### config.mk
export PLATFORM = sky130hd
export DESIGN_NAME = user_stream_fifo
export DESIGN_NICKNAME = d
export VERILOG_FILES = /design/src/rtl/user_stream_fifo.sv
export SDC_FILE = /design/constraint.sdc
export NUM_CORES = 1
export LEC_CHECK = 0
export ABC_AREA = 1
export BUFFER_PORTS_ARGS = -buffer_cell sky130_fd_sc_hd__buf_2
export CAP_MARGIN = 20
export CORE_ASPECT_RATIO = 1.75
export CORE_UTILIZATION = 40
export CTS_CLUSTER_DIAMETER = 200
export DETAILED_ROUTE_END_ITERATION = 10
export GPL_ROUTABILITY_DRIVEN = 0
export PLACE_DENSITY = 0.61
export SLEW_MARGIN = 5
export SYNTH_ARGS = -nofsm -noshare
export SYNTH_HDL_FRONTEND = slang
export SYNTH_SLANG_ARGS = --single-unit
### constraint.sdc
create_clock -name clk_user -period 4.4 [get_ports clk_user]
set_input_delay 0.66 -clock clk_user [delete_from_list [all_inputs] [get_ports clk_user]]
set_output_delay 0.66 -clock clk_user [all_outputs]
set_load 0.005 [all_outputs]
### src/rtl/user_stream_fifo.sv
// user_stream_fifo: single-clock stream FIFO between a leaf user output and an operator input,
// with occupancy count and a high-water mark.
module user_stream_fifo #(
    parameter int PAYLOAD_BITS = 32,
    parameter int DEPTH_BITS   = 4
) (
    input  logic                    clk_user,
    input  logic                    reset,
    input  logic [PAYLOAD_BITS-1:0] din,
    input  logic                    din_vld,
    output logic                    din_ack,
    output logic [PAYLOAD_BITS-1:0] dout,
    output logic                    dout_vld,
    input  logic                    dout_ack,
    output logic [DEPTH_BITS:0]     count,
    output logic [DEPTH_BITS:0]     max_count
);
    localparam int DEPTH = 1 << DEPTH_BITS;

    logic [PAYLOAD_BITS-1:0] mem_q [DEPTH];
    logic [DEPTH_BITS-1:0]   wr_ptr_q, wr_ptr_d, rd_ptr_q, rd_ptr_d;
    logic [DEPTH_BITS:0]     count_q, count_d, max_q, max_d;
    logic                    push, pop;

    // count never exceeds DEPTH, so its MSB alone flags full
    assign din_ack   = din_vld && !count_q[DEPTH_BITS] && !reset;
    assign dout_vld  = count_q != '0;
    assign dout      = mem_q[rd_ptr_q];
    assign count     = count_q;
    assign max_count = max_q;
    assign push      = din_ack;
    assign pop       = dout_vld && dout_ack;

    always_comb begin
        wr_ptr_d = push ? wr_ptr_q + DEPTH_BITS'(1) : wr_ptr_q;
        rd_ptr_d = pop ? rd_ptr_q + DEPTH_BITS'(1) : rd_ptr_q;
        count_d  = count_q + (DEPTH_BITS+1)'(push) - (DEPTH_BITS+1)'(pop);
        max_d    = count_d > max_q ? count_d : max_q;
    end

    always_ff @(posedge clk_user) begin
        if (reset) begin
            wr_ptr_q <= '0;
            rd_ptr_q <= '0;
            count_q  <= '0;
            max_q    <= '0;
        end else begin
            wr_ptr_q <= wr_ptr_d;
            rd_ptr_q <= rd_ptr_d;
            count_q  <= count_d;
            max_q    <= max_d;
        end
    end

    always_ff @(posedge clk_user) begin
        if (push) mem_q[wr_ptr_q] <= din;
    end
endmodule

* Word level (Yosys, flattened, before mapping)
Memory sizes are Yosys's and may differ from the RTL's. A register that Yosys moved wholly into a read port is not among the register bits. Index checks and enable logic that the tools add are counted.
Operators by class: $add $sub $neg 4, $mul 0, divide/modulo/power cells 0, order comparisons 1, equality and inequality tests 0, shifts and indexed selects 0, muxes and demuxes 4, bitwise logic cells 0, reductions and logical operators 6
Operators with widths (count):
- $add A4 B1 Y4 const B | 2
- $mux W4 | 2
- $add A5 B1 Y5 | 1
- $gt A5 B5 Y1 | 1
- $reduce_bool A5 Y1 | 1
- $sub A5 B1 Y5 | 1
- $logic_and A1 B1 Y1 | 3
- $logic_not A1 Y1 | 2
- $mux W1 | 2
Storage, ports and cells: flip-flop bits (word level) 18, latch bits 0, RAM bits 512, bits in read-only memories 0, bits of input ports 36, output and inout port bits 44, memories 1
Memories:
- mem_q | words 16, bits a word 32, rd ports 1, clocked after memory_dff 1, write ports 1, RTL line 20 | logic [PAYLOAD_BITS-1:0] mem_q [DEPTH];

* Logic depth before layout (Yosys ltp)
word-level depth 6, gate-level depth with buffers 22

* Least setup slack after synthesis
OpenSTA, ideal clock, no wires.
path kind input-to-reg, start input port dout_ack, end register max_q[3] (netlist: max_count[3]), library setup time 113 ps, arrival time 3066 ps, setup slack 1221 ps, stages on the path 18, buffers on the path 0, cell sequence nand2_1 -> clkinv_1 -> ha_1 -> inv_1 -> ha_1 -> fa_1 -> nand3_1 -> nand2_1 -> nand2_1 -> nand2_1 -> ha_1 -> nand2_1 -> nor2_1 -> nand2_1 -> nand3_1 -> nand2_1 -> nor2_1 -> nor2_1
Between the ends: word-level cells in the longest chain between the ends 3
Ends and longest elaborated chain:
- start: declaration | RTL line 14 | input logic dout_ack,
- $logic_and A1 B1 Y1 | RTL line 32 | assign pop = dout_vld && dout_ack;
- net pop | RTL line 23 | logic push, pop;
- $sub A5 B1 Y5 | RTL line 37 | count_d = count_q + (DEPTH_BITS+1)'(push) - (DEPTH_BITS+1)'(pop);
- net count_d[4] | RTL line 22 | logic [DEPTH_BITS:0] count_q, count_d, max_q, max_d;
- $gt A5 B5 Y1 | RTL line 38 | max_d = count_d > max_q ? count_d : max_q;
- end signal: assignment | RTL line 51 | max_q <= max_d;
- end: declaration | RTL line 22
The timed path passes the listed nets, and every way through them passes these cells. A chain may end at the register's enable or synchronous reset.

==> flow_metrics.env <==
export IMPL_status="finished with violations"
export IMPL_violations="design-rule violations"
export IMPL_hold_buffers=0
export IMPL_finalClockSkew_ns=0.01623
export IMPL_cts_setup_buffers=0
export IMPL_die_w_um=179.9
export IMPL_cts_sinks=534
export IMPL_fin_crit_sh_pct=84.24
export IMPL_layout_common_cells="512 x edfxtp_1, 283 x inv_1, 215 x nand2_1, 206 x nand3_1, 147 x o211ai_1"
export IMPL_first_pass_iters=8
export IMPL_portBuffers=79
export IMPL_pin_count=80
export IMPL_worstPathCellList="clkinv_1 -> o211ai_1 -> nand3_1 -> nand3_1 -> nand2_1 -> buf_2"
export IMPL_finalSetupViolations=0
export IMPL_p_total_mw=12.95
export IMPL_critical_path_class="reg -> out"
export IMPL_whs_endpoint="wr_ptr_q[2]$_SDFFE_PP0N_"
export IMPL_p_leak_nw=8.853
export IMPL_die_y_um=313.4
export IMPL_dp_cells=2482
export IMPL_worst_setup_path_start_kind="flip-flop"
export IMPL_routed_wl_um=50340
export IMPL_final_common_cell="edfxtp_1"
export IMPL_die_area_um2=56390
export IMPL_ys_seq_elements=534
export IMPL_final_util_pct=45.37
export IMPL_cp_top_family="buffers and inverters"
export IMPL_fin_cells=2568
export IMPL_fin_crit_ns=3.707
export IMPL_synth_top_cells_by_area="edfxtp_1 69%, o211ai_1 5.0%, inv_1 4.8%"
export IMPL_avgSynthCellArea_um2=12.39
export IMPL_start_util_pct=40.71
export IMPL_rrSetupSlack_ns=0.80
export IMPL_dpl_hpwl_um=28360
export IMPL_maxSlewHeadroom_pct=31.89
export IMPL_routed_top_layer="met4"
export IMPL_avgRoutedWirePerCell_um=19.60
export IMPL_vias=13450
export IMPL_worst_path_max_delay_cell="clkinv_1"
export IMPL_cts_resized=0
export IMPL_first_iter_violations=1031
export IMPL_finalInstanceArea_um2=24690
export IMPL_whs_ns=0.3976
export IMPL_grt_pass1_wl_um=76510
export IMPL_multiInputGateArea_um2=4642
export IMPL_yosys_warnings=0
export IMPL_cp_max_fo=29
export IMPL_max_stage_delay_ns=0.90
export IMPL_ys_seq_area_share_pct=71.36
export IMPL_max_freq_ghz=0.2698
export IMPL_route_met2_wl_um=26630
export IMPL_required_ns=3.74
export IMPL_grt_total_usage_pct=17.84
export IMPL_critPathMostFrequentCell="nand3_1"
export IMPL_cp_data_arrival_time_ns=3.05
export IMPL_grt_max_degree=141
export IMPL_hold_start="reset"
export IMPL_dpl_cell_area_um2=23140
export IMPL_critical_path_depth=6
export IMPL_antenna_found_initial=1
export IMPL_regToRegEndpoint="max_count[3]$_SDFFE_PP0N_"
export IMPL_grt_pass1_vias=13200
export IMPL_cts_tree="done"
export IMPL_grt_ovfl_total=0
export IMPL_pre_cts_slack_ns=0.6838
export IMPL_synth_top_area_share_pct=69.38
export IMPL_cts_buffers=46
export IMPL_synth_distinct_cells=23
export IMPL_fin_nets=1893
export IMPL_syn_area_um2=22160
export IMPL_r2r_start="count[3]$_SDFF_PP0_"
export IMPL_wl_met1_um=19900
export IMPL_vdd_drop_max_mv=0.7290
export IMPL_powerDensity_nw_per_um2=524.5
export IMPL_syn2layout_area_growth_pct=11.43
export IMPL_rr_worst_depth=22
export IMPL_hold_class="in -> reg"
export IMPL_worst_pin_slew_ns=1.015
export IMPL_worst_path_buf_inv=2
export IMPL_grt_setup_unrepaired="false"
export IMPL_min_delay_path_depth=2
export IMPL_yosys_area_top_type="edfxtp_1"
export IMPL_clk_latency_ns=0.58
export IMPL_cts_htree_levels=2
export IMPL_clockRootBuffer="clkbuf_16"
export IMPL_fillCellCount=4781
export IMPL_core_um2=54430
export IMPL_syn_num_nets=1841
export IMPL_finalWorstSetupSlack_ns=0.6933
export IMPL_syn_inst=1788
export IMPL_cap_viol_max_count=0
export IMPL_clk_path_buf_depth=3
export IMPL_dr_wl_met3_um=2035
export IMPL_clkTransAtPathRegs_ns=0.06
export IMPL_ant_nets=0
export IMPL_final_hold_viol_count=0
export IMPL_drive_gt1_share_pct=10.87
export IMPL_seq_area_um2=15830
export IMPL_vias_per_cell=5.236
export IMPL_finalSetupTns_ns=0
export IMPL_cp_end_kind="primary output"
export IMPL_drv_slew=0
export IMPL_drcViolationCount=5
export IMPL_num_rows=113
==> cell usage after synthesis <==
| cell type | n |
|---|---|
| o21ai_1 | 79 |
| o211ai_1 | 147 |
| clkinv_1 | 2 |
| a21oi_2 | 2 |
| nor2_1 | 33 |
| nand3_1 | 206 |
| a21oi_1 | 124 |
| inv_1 | 284 |
| buf_4 | 2 |
| nand2_1 | 215 |
| fa_1 | 1 |
| nand4_1 | 1 |
| clkbuf_1 | 24 |
| buf_1 | 17 |
| buf_2 | 14 |
| dfxtp_1 | 22 |
| o21ai_0 | 34 |
| inv_2 | 1 |
| edfxtp_1 | 512 |
| ha_1 | 16 |
| clkbuf_2 | 7 |
| xnor2_1 | 3 |
| buf_6 | 42 |
==> power by group <==
group	switching, mW	internal [mW]	leakage [nW]
clock	1.81	2.38	0.747
combinational	1.92	1.04	3.31
sequential	0.118	5.68	4.79
==> final cells by class <==
type | instances | share of cell area [%]
Antenna cell | 1 | 0.01013
Inverter | 287 | 4.362
Sequential cell | 534 | 64.08
Clock inverter | 31 | 1.262
Timing Repair Buffer | 110 | 2.949
Multi-Input combinational cell | 861 | 18.80
Tap cell | 690 | 3.496
Clock buffer | 54 | 5.041
==> cell families (layout without fill, tap and decap cells) <==
kind of cell               after synthesis  count (layout)  share of synthesized area (%)
DFF                                    534             534                          71.36
and+or+nand+nor                        455             455                          8.881
buffers and inverters                  393             482                          8.232
AOI/OAI and AO/OA                      386             386                          10.41
adders and majority gates               17              17                         0.9937
xor gates and xnor gates                 3               3                         0.1186
other                                    0               1                              0
==> how the worst max path moves through the flow <==
stage,start,slack [ns],end
floorplan,dout_ack,1.22,max_count[3]$_SDFFE_PP0N_
global placement,reset,0.83,max_count[4]$_SDFFE_PP0N_
detailed placement,reset,0.68,max_count[3]$_SDFFE_PP0N_
CTS,flip-flop,0.61,dout[4]
global route,count[3]$_SDFF_PP0_,0.38,max_count[3]$_SDFFE_PP0N_
finish,flip-flop,0.69,dout[4]
==> state kept, by name (all words and copies together), names as in the netlist, named ones only <==
signal     count
count          5
max_count      5
mem_q        512
rd_ptr_q       4
wr_ptr_q       4
==> per-layer routing <==
layer,vias to the layer above,track usage [%]
met4,0,7.719
li1,6405,-
met1,6625,20.71
met5,-,0
met2,316,32.90
met3,99,2.282
Note: power is estimated with default switching activity, not from simulation.
